==> src/rtl/key_event_encoder.sv <==
// Playback-side encoder: serializes note-vector changes into make/break key events.
// Optional KEY_ENC_ALL_OFF_EN adds the all_off_i port and a pending zero-vector pass.
module key_event_encoder #(
   parameter int unsigned GAP_CYCLES = 2
) (
   input  logic         clk,
   input  logic         reset,
   input  logic [47:0]  note_vec_i,
   input  logic         note_load_i,
`ifdef KEY_ENC_ALL_OFF_EN
   input  logic         all_off_i,
`endif
   output logic         load_ready_o,
   output logic [511:0] key_down_o,
   output logic [8:0]   last_change_o,
   output logic         key_valid_o
);

   localparam int unsigned NOTES  = 48;
   localparam int unsigned IDX_W  = 6;
   localparam int unsigned GAP_W  = 8;
   localparam int unsigned CODE_W = 8;

   localparam logic [1:0] ST_IDLE = 2'd0;
   localparam logic [1:0] ST_SCAN = 2'd1;
   localparam logic [1:0] ST_EMIT = 2'd2;

   localparam logic [IDX_W-1:0] LAST_IDX = IDX_W'(NOTES - 1);
   localparam logic [GAP_W-1:0] GAP_LOAD = GAP_W'(GAP_CYCLES - 1);

   logic [1:0]        state_q,  state_d;
   logic [IDX_W-1:0]  idx_q,    idx_d;
   logic [GAP_W-1:0]  gap_q,    gap_d;
   logic [NOTES-1:0]  target_q, target_d;
   logic [NOTES-1:0]  held_q,   held_d;
   logic [CODE_W-1:0] code_q,   code_d;
   logic              key_valid_q, key_valid_d;
   logic              load_ready_q;
   logic              end_pass;
`ifdef KEY_ENC_ALL_OFF_EN
   logic              pending_q, pending_d;
`endif

   // Note index to keyboard scan code.
   function automatic logic [CODE_W-1:0] note_code(input logic [IDX_W-1:0] idx);
      logic [CODE_W-1:0] c;
      case (idx)
         6'd0:  c = 8'h12;  6'd1:  c = 8'h1A;  6'd2:  c = 8'h22;  6'd3:  c = 8'h21;
         6'd4:  c = 8'h2A;  6'd5:  c = 8'h32;  6'd6:  c = 8'h31;  6'd7:  c = 8'h3A;
         6'd8:  c = 8'h41;  6'd9:  c = 8'h49;  6'd10: c = 8'h4A;  6'd11: c = 8'h59;
         6'd12: c = 8'h1C;  6'd13: c = 8'h1B;  6'd14: c = 8'h23;  6'd15: c = 8'h2B;
         6'd16: c = 8'h34;  6'd17: c = 8'h33;  6'd18: c = 8'h3B;  6'd19: c = 8'h42;
         6'd20: c = 8'h4B;  6'd21: c = 8'h4C;  6'd22: c = 8'h52;  6'd23: c = 8'h5A;
         6'd24: c = 8'h15;  6'd25: c = 8'h1D;  6'd26: c = 8'h24;  6'd27: c = 8'h2D;
         6'd28: c = 8'h2C;  6'd29: c = 8'h35;  6'd30: c = 8'h3C;  6'd31: c = 8'h43;
         6'd32: c = 8'h44;  6'd33: c = 8'h4D;  6'd34: c = 8'h54;  6'd35: c = 8'h5B;
         6'd36: c = 8'h16;  6'd37: c = 8'h1E;  6'd38: c = 8'h26;  6'd39: c = 8'h25;
         6'd40: c = 8'h2E;  6'd41: c = 8'h36;  6'd42: c = 8'h3D;  6'd43: c = 8'h3E;
         6'd44: c = 8'h46;  6'd45: c = 8'h45;  6'd46: c = 8'h4E;  6'd47: c = 8'h55;
         default: c = 8'h00;
      endcase
      return c;
   endfunction

   // Next-state logic: one index per SCAN cycle, GAP_CYCLES of EMIT per event.
   always_comb begin
      state_d     = state_q;
      idx_d       = idx_q;
      gap_d       = gap_q;
      target_d    = target_q;
      held_d      = held_q;
      code_d      = code_q;
      key_valid_d = 1'b0;
      end_pass    = 1'b0;
`ifdef KEY_ENC_ALL_OFF_EN
      pending_d   = pending_q;
`endif

      case (state_q)
         ST_IDLE: begin
`ifdef KEY_ENC_ALL_OFF_EN
            if (all_off_i) begin
               target_d = '0;
               idx_d    = '0;
               state_d  = ST_SCAN;
            end else
`endif
            if (note_load_i) begin
               target_d = note_vec_i;
               idx_d    = '0;
               state_d  = ST_SCAN;
            end
         end
         ST_SCAN: begin
            if (target_q[idx_q] != held_q[idx_q]) begin
               held_d[idx_q] = target_q[idx_q];
               code_d        = note_code(idx_q);
               key_valid_d   = 1'b1;
               gap_d         = GAP_LOAD;
               state_d       = ST_EMIT;
            end else if (idx_q == LAST_IDX) begin
               end_pass = 1'b1;
            end else begin
               idx_d = idx_q + IDX_W'(1);
            end
         end
         ST_EMIT: begin
            if (gap_q == '0) begin
               if (idx_q == LAST_IDX) begin
                  end_pass = 1'b1;
               end else begin
                  idx_d   = idx_q + IDX_W'(1);
                  state_d = ST_SCAN;
               end
            end else begin
               gap_d = gap_q - GAP_W'(1);
            end
         end
         default: state_d = ST_IDLE;
      endcase

`ifdef KEY_ENC_ALL_OFF_EN
      if ((state_q != ST_IDLE) && all_off_i) begin
         pending_d = 1'b1;
      end
`endif

      // A pending all-off chains a zero-vector pass without passing through IDLE.
      if (end_pass) begin
         state_d = ST_IDLE;
`ifdef KEY_ENC_ALL_OFF_EN
         if (pending_d) begin
            state_d   = ST_SCAN;
            idx_d     = '0;
            target_d  = '0;
            pending_d = 1'b0;
         end
`endif
      end
   end

   always_ff @(posedge clk) begin
      if (reset) begin
         state_q      <= ST_IDLE;
         idx_q        <= '0;
         gap_q        <= '0;
         target_q     <= '0;
         held_q       <= '0;
         code_q       <= '0;
         key_valid_q  <= 1'b0;
         load_ready_q <= 1'b1;
`ifdef KEY_ENC_ALL_OFF_EN
         pending_q    <= 1'b0;
`endif
      end else begin
         state_q      <= state_d;
         idx_q        <= idx_d;
         gap_q        <= gap_d;
         target_q     <= target_d;
         held_q       <= held_d;
         code_q       <= code_d;
         key_valid_q  <= key_valid_d;
         load_ready_q <= (state_d == ST_IDLE);
`ifdef KEY_ENC_ALL_OFF_EN
         pending_q    <= pending_d;
`endif
      end
   end

   // key_down is a fixed rewiring of the held register onto scan-code positions.
   always_comb begin
      key_down_o = '0;
      for (int i = 0; i < NOTES; i++) begin
         key_down_o[{1'b0, note_code(IDX_W'(i))}] = held_q[i];
      end
   end

   assign load_ready_o  = load_ready_q;
   assign last_change_o = {1'b0, code_q};
   assign key_valid_o   = key_valid_q;

endmodule
==> config.mk <==
export PLATFORM = sky130hd
export DESIGN_NAME = key_event_encoder
export DESIGN_NICKNAME = d
export VERILOG_FILES = /design/src/rtl/key_event_encoder.sv
export SDC_FILE = /design/constraint.sdc
export NUM_CORES = 1
export LEC_CHECK = 0
export ABC_AREA = 1
export CAP_MARGIN = 20
export CORE_AREA = 2 2 226 228
export DETAILED_ROUTE_END_ITERATION = 10
export DIE_AREA = 0 0 228 230
export HOLD_SLACK_MARGIN = 0.15
export RECOVER_POWER = 25
export SYNTH_ARGS = -nofsm -noshare
export SYNTH_HDL_FRONTEND = slang
export SYNTH_SLANG_ARGS = --single-unit
==> constraint.sdc <==
create_clock -name clk -period 5.4 [get_ports clk]
set_input_delay 1.08 -clock clk [delete_from_list [all_inputs] [get_ports clk]]
set_output_delay 1.08 -clock clk [all_outputs]
set_load 0.02 [all_outputs]
Word-level counts from Yosys, hierarchy flattened

Memories as Yosys holds them, arrays and structs flattened. A register that Yosys moved wholly into a read port is not among the register bits.
Index checks and enable logic that the tools add are counted.

Register bits: 122
Bits in read-only memories: 448
Input bits: 51
Memories: 1

Memories:

| name             | words | width | rd ports | clocked after memory_dff | write ports | RTL line | source |
|---|---|---|---|---|---|---|---|
| (name not given) | 64    | 7     | 1        | 1                        | 0           | 47       | `case (idx)` |

Add/subtract/negate cells: 2
$lt $le $gt $ge: 2
Eq/ne operators: 9
Mux-type cells: 26
Bitwise logic cells: 1
Reductions and logical operators: 11

Operator list:

| operator                                                          | number |
|---|---|
| bitwise mux 48 bit                                                | 1 |
| 2-to-1 mux 6 bit                                                  | 4 |
| one-hot mux 6 bit (3 select lines)                                | 1 |
| 2-to-1 mux 8 bit                                                  | 2 |
| one-hot mux 8 bit (2 select lines)                                | 1 |
| binary-select mux 1 bit (select 6 bit)                            | 2 |
| 2-to-1 mux 2 bit                                                  | 5 |
| inequality test 2 bit, second input constant                      | 5 |
| logical NOT 8 bit                                                 | 1 |
| subtractor 8 x 1 -> 8 bit, second input constant                  | 1 |
| less-than comparator 6 x 7 -> 1 bit, second input constant        | 1 |
| 2-to-1 mux 1 bit                                                  | 7 |
| adder 6 x 1 -> 6 bit, second input constant                       | 1 |
| demux 1 bit (select 6 bit)                                        | 1 |
| == test 6 bit, second input constant                              | 1 |
| greater-or-equal comparator 6 x 1 -> 1 bit, second input constant | 1 |
| one-hot mux 2 bit (3 select lines)                                | 1 |
| logical NOT 2 bit                                                 | 2 |
| AND reduction 2 bit                                               | 2 |
| AND reduction 4 bit                                               | 1 |
| AND reduction 3 bit                                               | 1 |
| nonzero test 3 bit                                                | 1 |
| == test 2 x 1 -> 1 bit, second input constant                     | 1 |
| == test 2 bit, second input constant                              | 1 |
| other kinds (6)                                                   | 6 |

Depth between registers and ports, before layout

Word-level depth: 7
Gate-level depth with buffers: 21

Least setup slack after synthesis

OpenSTA, ideal clock, no wires.

Kind: register to register
Start point: register idx_q[0]
End point: register held_q[10]
Library setup time: 132 ps
Arrival: 1980 ps
Required time: 5268 ps
Slack: 3288 ps
Cell stages (with the launch flop): 21
Clock period less this slack: 2112 ps
Cell sequence: dfxtp_1 > buf_4 > buf_6 > buf_2 > nand2_1 > nand3_1 > nand2_1 > nand2_1 > nand2_1 > nand2_1 > nand2_1 > nor2_1 > nand2_1 > nand2_1 > nand2_2 > nor2_4 > buf_6 > buf_6 > nand2_1 > nand2_1 > a21oi_1

Longest elaborated chain between the ends: 5

RTL lines:

| element                                                                                                                        | RTL line | source |
|---|---|---|
| start: declaration                                                                                                             | 32       | `logic [IDX_W-1:0] idx_q, idx_d;` |
| start signal: assignment                                                                                                       | 157      | `idx_q <= idx_d;` |
| less-than comparator 6 x 7 -> 1 bit (implied by the code) / greater-or-equal comparator 6 x 1 -> 1 bit (equally long branches) | 96       | `held_d[idx_q] = target_q[idx_q];` |
| logical AND 1 bit (implied by the code)                                                                                        | 96       |  |
| 2-to-1 mux 1 bit (implied by the code)                                                                                         | 96       |  |
| demux 1 bit (select 6 bit)                                                                                                     | 96       |  |
| bitwise mux 48 bit                                                                                                             | 96       |  |
| end signal: assignment                                                                                                         | 160      | `held_q <= held_d;` |
| end: declaration                                                                                                               | 35       | `logic [NOTES-1:0] held_q, held_d;` |

Parallel ways exist; a longest one is shown, timed or not. The select of a mux whose other input is x is not followed.
A chain may end at the register's enable or synchronous reset.

Worst setup path after layout

Start point: register idx_q[0]
End point: register held_q[27]

The elaborated chain is that of the path after synthesis.

==> metrics.md <==
| Metric | Value |
|---|---|
| Port Buffer Count | 107 |
| Hold Slack | 455 ps |
| Register bit total from synthesis | 121 |
| Reg area | 2420 sq um |
| GRT overflow | 0 |
| Synth top area share | 33.6% |
| Final period utilization | 66.8% |
| Max Freq | 0.277 GHz |
| Worst slew pin tran | 1650 ps |
| R2R cell count | 18 |
| DR vias | 8222 |
| R2r endpoint | held_q[27]$_SDFFE_PP0P_ |
| Synth Instances | 1556 |
| Final Hold Vio Count | 0 |
| Mean Syn Cell Area | 6.71 sq um |
| Final min period | 3610 ps |
| Non-filler instance count after layout | 2318 |
| # DRC | 0 |
| RSZ-0062 raised after global routing | false |
| Ys flop type | dfxtp_1 |
| Synth area leader | buf_4 |
| Synth warn | 0 |
| Synthesized area | 10400 sq um |
| Worst-path clk slew | 60 ps |
| DP Area | 10400 sq um |
| Sequential area share after synthesis | 23.2% |
| Max-cap violations | 1 |
| WL/cell | 11.9 microns |
| Fillers | 5649 |
| Post-CTS resize count | 0 |
| Core footprint | 49900 sq um |
| Finished Core Util | 22.1% |
| Finished Cell Area | 11000 sq um |
| Antenna Nets Post-Route | 0 |
| Die W | 228 microns |
| Violated checks | capacitance limit, slew limit |
| Gpl congestion | 0.874 |
| Nets | 1703 |
| CP arrival | 3880 ps |
| Pwr Density | 374 nW/um^2 |
| Vias per cell | 3.55 |
| WP data required | 5670 ps |
| Unique cell type count in the Yosys netlist | 40 |
| HP Class | register to register |
| Share of cells above drive strength 1 | 4.43% |
| Initial cell density of the core | 20.9% |
| Critical path type | register to register |
| # IOs | 574 |
| Area Overhead vs Synth | 5.51% |
| 1st-iter DRT viols | 670 |
| Commonest cells post-synth | buf_4, nand2_1, nor2_1 |
| All-Layer GR Usage | 9.90% |
| Reg-to-reg startpoint | idx_q[0]$_SDFFE_PP0P_ |
| Vias in the first global route | 6694 |
| CTS tree | built |
| CTS max path bufs | 2 |
| CP Max Fanout | 50 |
| Clock Skews | 10.1 ps |
| Die footprint | 52400 sq um |
| Root buffer selected by CTS | clkbuf_16 |
| Flop-to-flop setup slack | 1790 ps |
| Clock Sinks | 121 |
| TNS Setup | 0 ps |
| Multi-input gate area | 5470 sq um |
| Drt pass-1 iters | 5 |
| Placed insts | 2286 |
| Synth area leaders | buf_4, dfxtp_1, nand2_1 |
| CTS Hold Bufs | 0 |
| Global-route wire length before repair | 40.1 mm |
| DP Wirelength | 21.1 mm |
| Pin count of the biggest net entering global routing | 70 |
| Skew-Pair Late Insertion Delay | 430 ps |
| Chip Height | 230 microns |
| Number of synthesized flops with an enable pin | 0 |
| Most numerous cell in the Yosys netlist | buf_4 |
| Worst Setup Start Kind | register |
| Rel. slew slack | -10.4% |
| Lkg Pwr | 5.04 nW |
| Critical Path Start | idx_q[0]$_SDFFE_PP0P_ |
| Initial antenna violation count | 1 |
| Slew Limit Fails | 59 |
| Setup crit end kind | register |
| Peak supply drop | 0.000193 V |
| Post-CTS Setup Repair Bufs | 0 |
| Antenna diode count | 0 |
| Post-synthesis async set-or-reset flop share | 0% |
| Final setup viols | 0 |
| TritonCTS Buffers | 17 |
| Num rows | 82 |
| Status | complete, but fails checks |
| Worst Setup EP | held_q[27]$_SDFFE_PP0P_ |
| Htree depth | 4 |
| Final WL | 27.7 mm |
sequential cells by signal (all words and copies together), names as in the netlist:
name and flops:
code_q 7, gap_q 8, held_q 48, idx_q 6
key_valid_o 1, load_ready_o 1, state_q 2, target_q 48
cells in the final DEF, fill, tap and decap left out, drive strengths merged:
| master | n |
|---|---|
| a221o | 2 |
| ha | 19 |
| nor3 | 2 |
| o21bai | 1 |
| o31ai | 4 |
| dfxtp | 121 |
| a21oi | 111 |
| o221ai | 1 |
| clkinv | 9 |
| inv | 111 |
| o22ai | 3 |
| nor2 | 138 |
| nand3 | 101 |
| nor4 | 1 |
| clkdlybuf4s50 | 72 |
| o21a | 5 |
| a221oi | 1 |
| nand3b | 1 |
| o21ai | 68 |
| or2 | 8 |
| o211ai | 12 |
| clkbuf | 22 |
| xor2 | 6 |
| nand4 | 1 |
| o311ai | 1 |
| dlygate4sd3 | 34 |
| xnor2 | 2 |
| buf | 16 |
| nand2 | 300 |
| clkinvlp | 2 |
| a2111oi | 1 |
| conb | 466 |
| bufinv | 4 |
power breakdown:
part,total (mW),internal [mW],switching [mW],leakage [nW]
registers,1.10,1.02,0.0801,0.988
clock network,1.24,0.810,0.430,0.307
logic,1.78,0.472,1.31,3.75
stage by stage:
stage | power [mW] | setup WS [ps]
4_1_cts | 4.14 | 1840
3_3_place_gp | 2.89 | 1890
3_5_place_dp | 2.90 | 1850
5_1_grt | 4.42 | 1400
6_report | 4.12 | 1790
2_1_floorplan | 2.80 | 3290
logic make-up (layout without fill, tap and decap cells):
group           Yosys count  count (layout)  synth area share (%)
simple gates            552             552                  21.7
fa+ha+maj                19              19                  2.28
buf+inv                 645             270                  41.1
other cells               1             466                0.0359
flops                   121             121                  23.2
compound gates          210             210                  11.0
xor+xnor                  8               8                 0.671
critical path, stage by stage, from the launching register on:
cell and delay [ps]:
dfxtp_2 730, buf_4 500, nand2_1 100, nand3_1 100
nand2_1 60, nand2_1 50, nand2_1 70, nand2_1 60
nand2_1 40, nor2_1 120, nand2_2 70, buf_4 300
nand2_1 180, nand2_2 90, nor2_4 440, buf_12 260
nand2_1 70, nand2_1 60, a21oi_1 50
how the worst min path moves through the flow:
stage	depth (start not counted)	startpoint	slack, ps	end
after floorplan	2	target_q[12]$_SDFFE_PP0P_	430	target_q[12]$_SDFFE_PP0P_
after global placement	2	target_q[43]$_SDFFE_PP0P_	440	target_q[43]$_SDFFE_PP0P_
after detailed placement	2	target_q[27]$_SDFFE_PP0P_	450	target_q[27]$_SDFFE_PP0P_
after CTS	2	target_q[27]$_SDFFE_PP0P_	450	target_q[27]$_SDFFE_PP0P_
after global routing	2	target_q[22]$_SDFFE_PP0P_	480	target_q[22]$_SDFFE_PP0P_
final	2	target_q[27]$_SDFFE_PP0P_	460	target_q[27]$_SDFFE_PP0P_
cell type report:
class                           count  share of cell area [%]
Multi-Input combinational cell   1255                    49.7
Inverter                          116                    3.95
Clock buffer                       22                    4.30
Clock inverter                     10                    1.51
Timing Repair Buffer              122                    10.9
Tap cell                          672                    7.63
Sequential cell                   121                    22.0
routing by layer:
metal,vias to the layer above,wire length [microns],track usage [%]
li1,4117,-,-
met1,3692,11300,12.6
met2,392,13800,16.5
met3,19,2320,3.00
met4,2,212,1.98
met5,-,7,0
(Power assumes the default switching activity.)
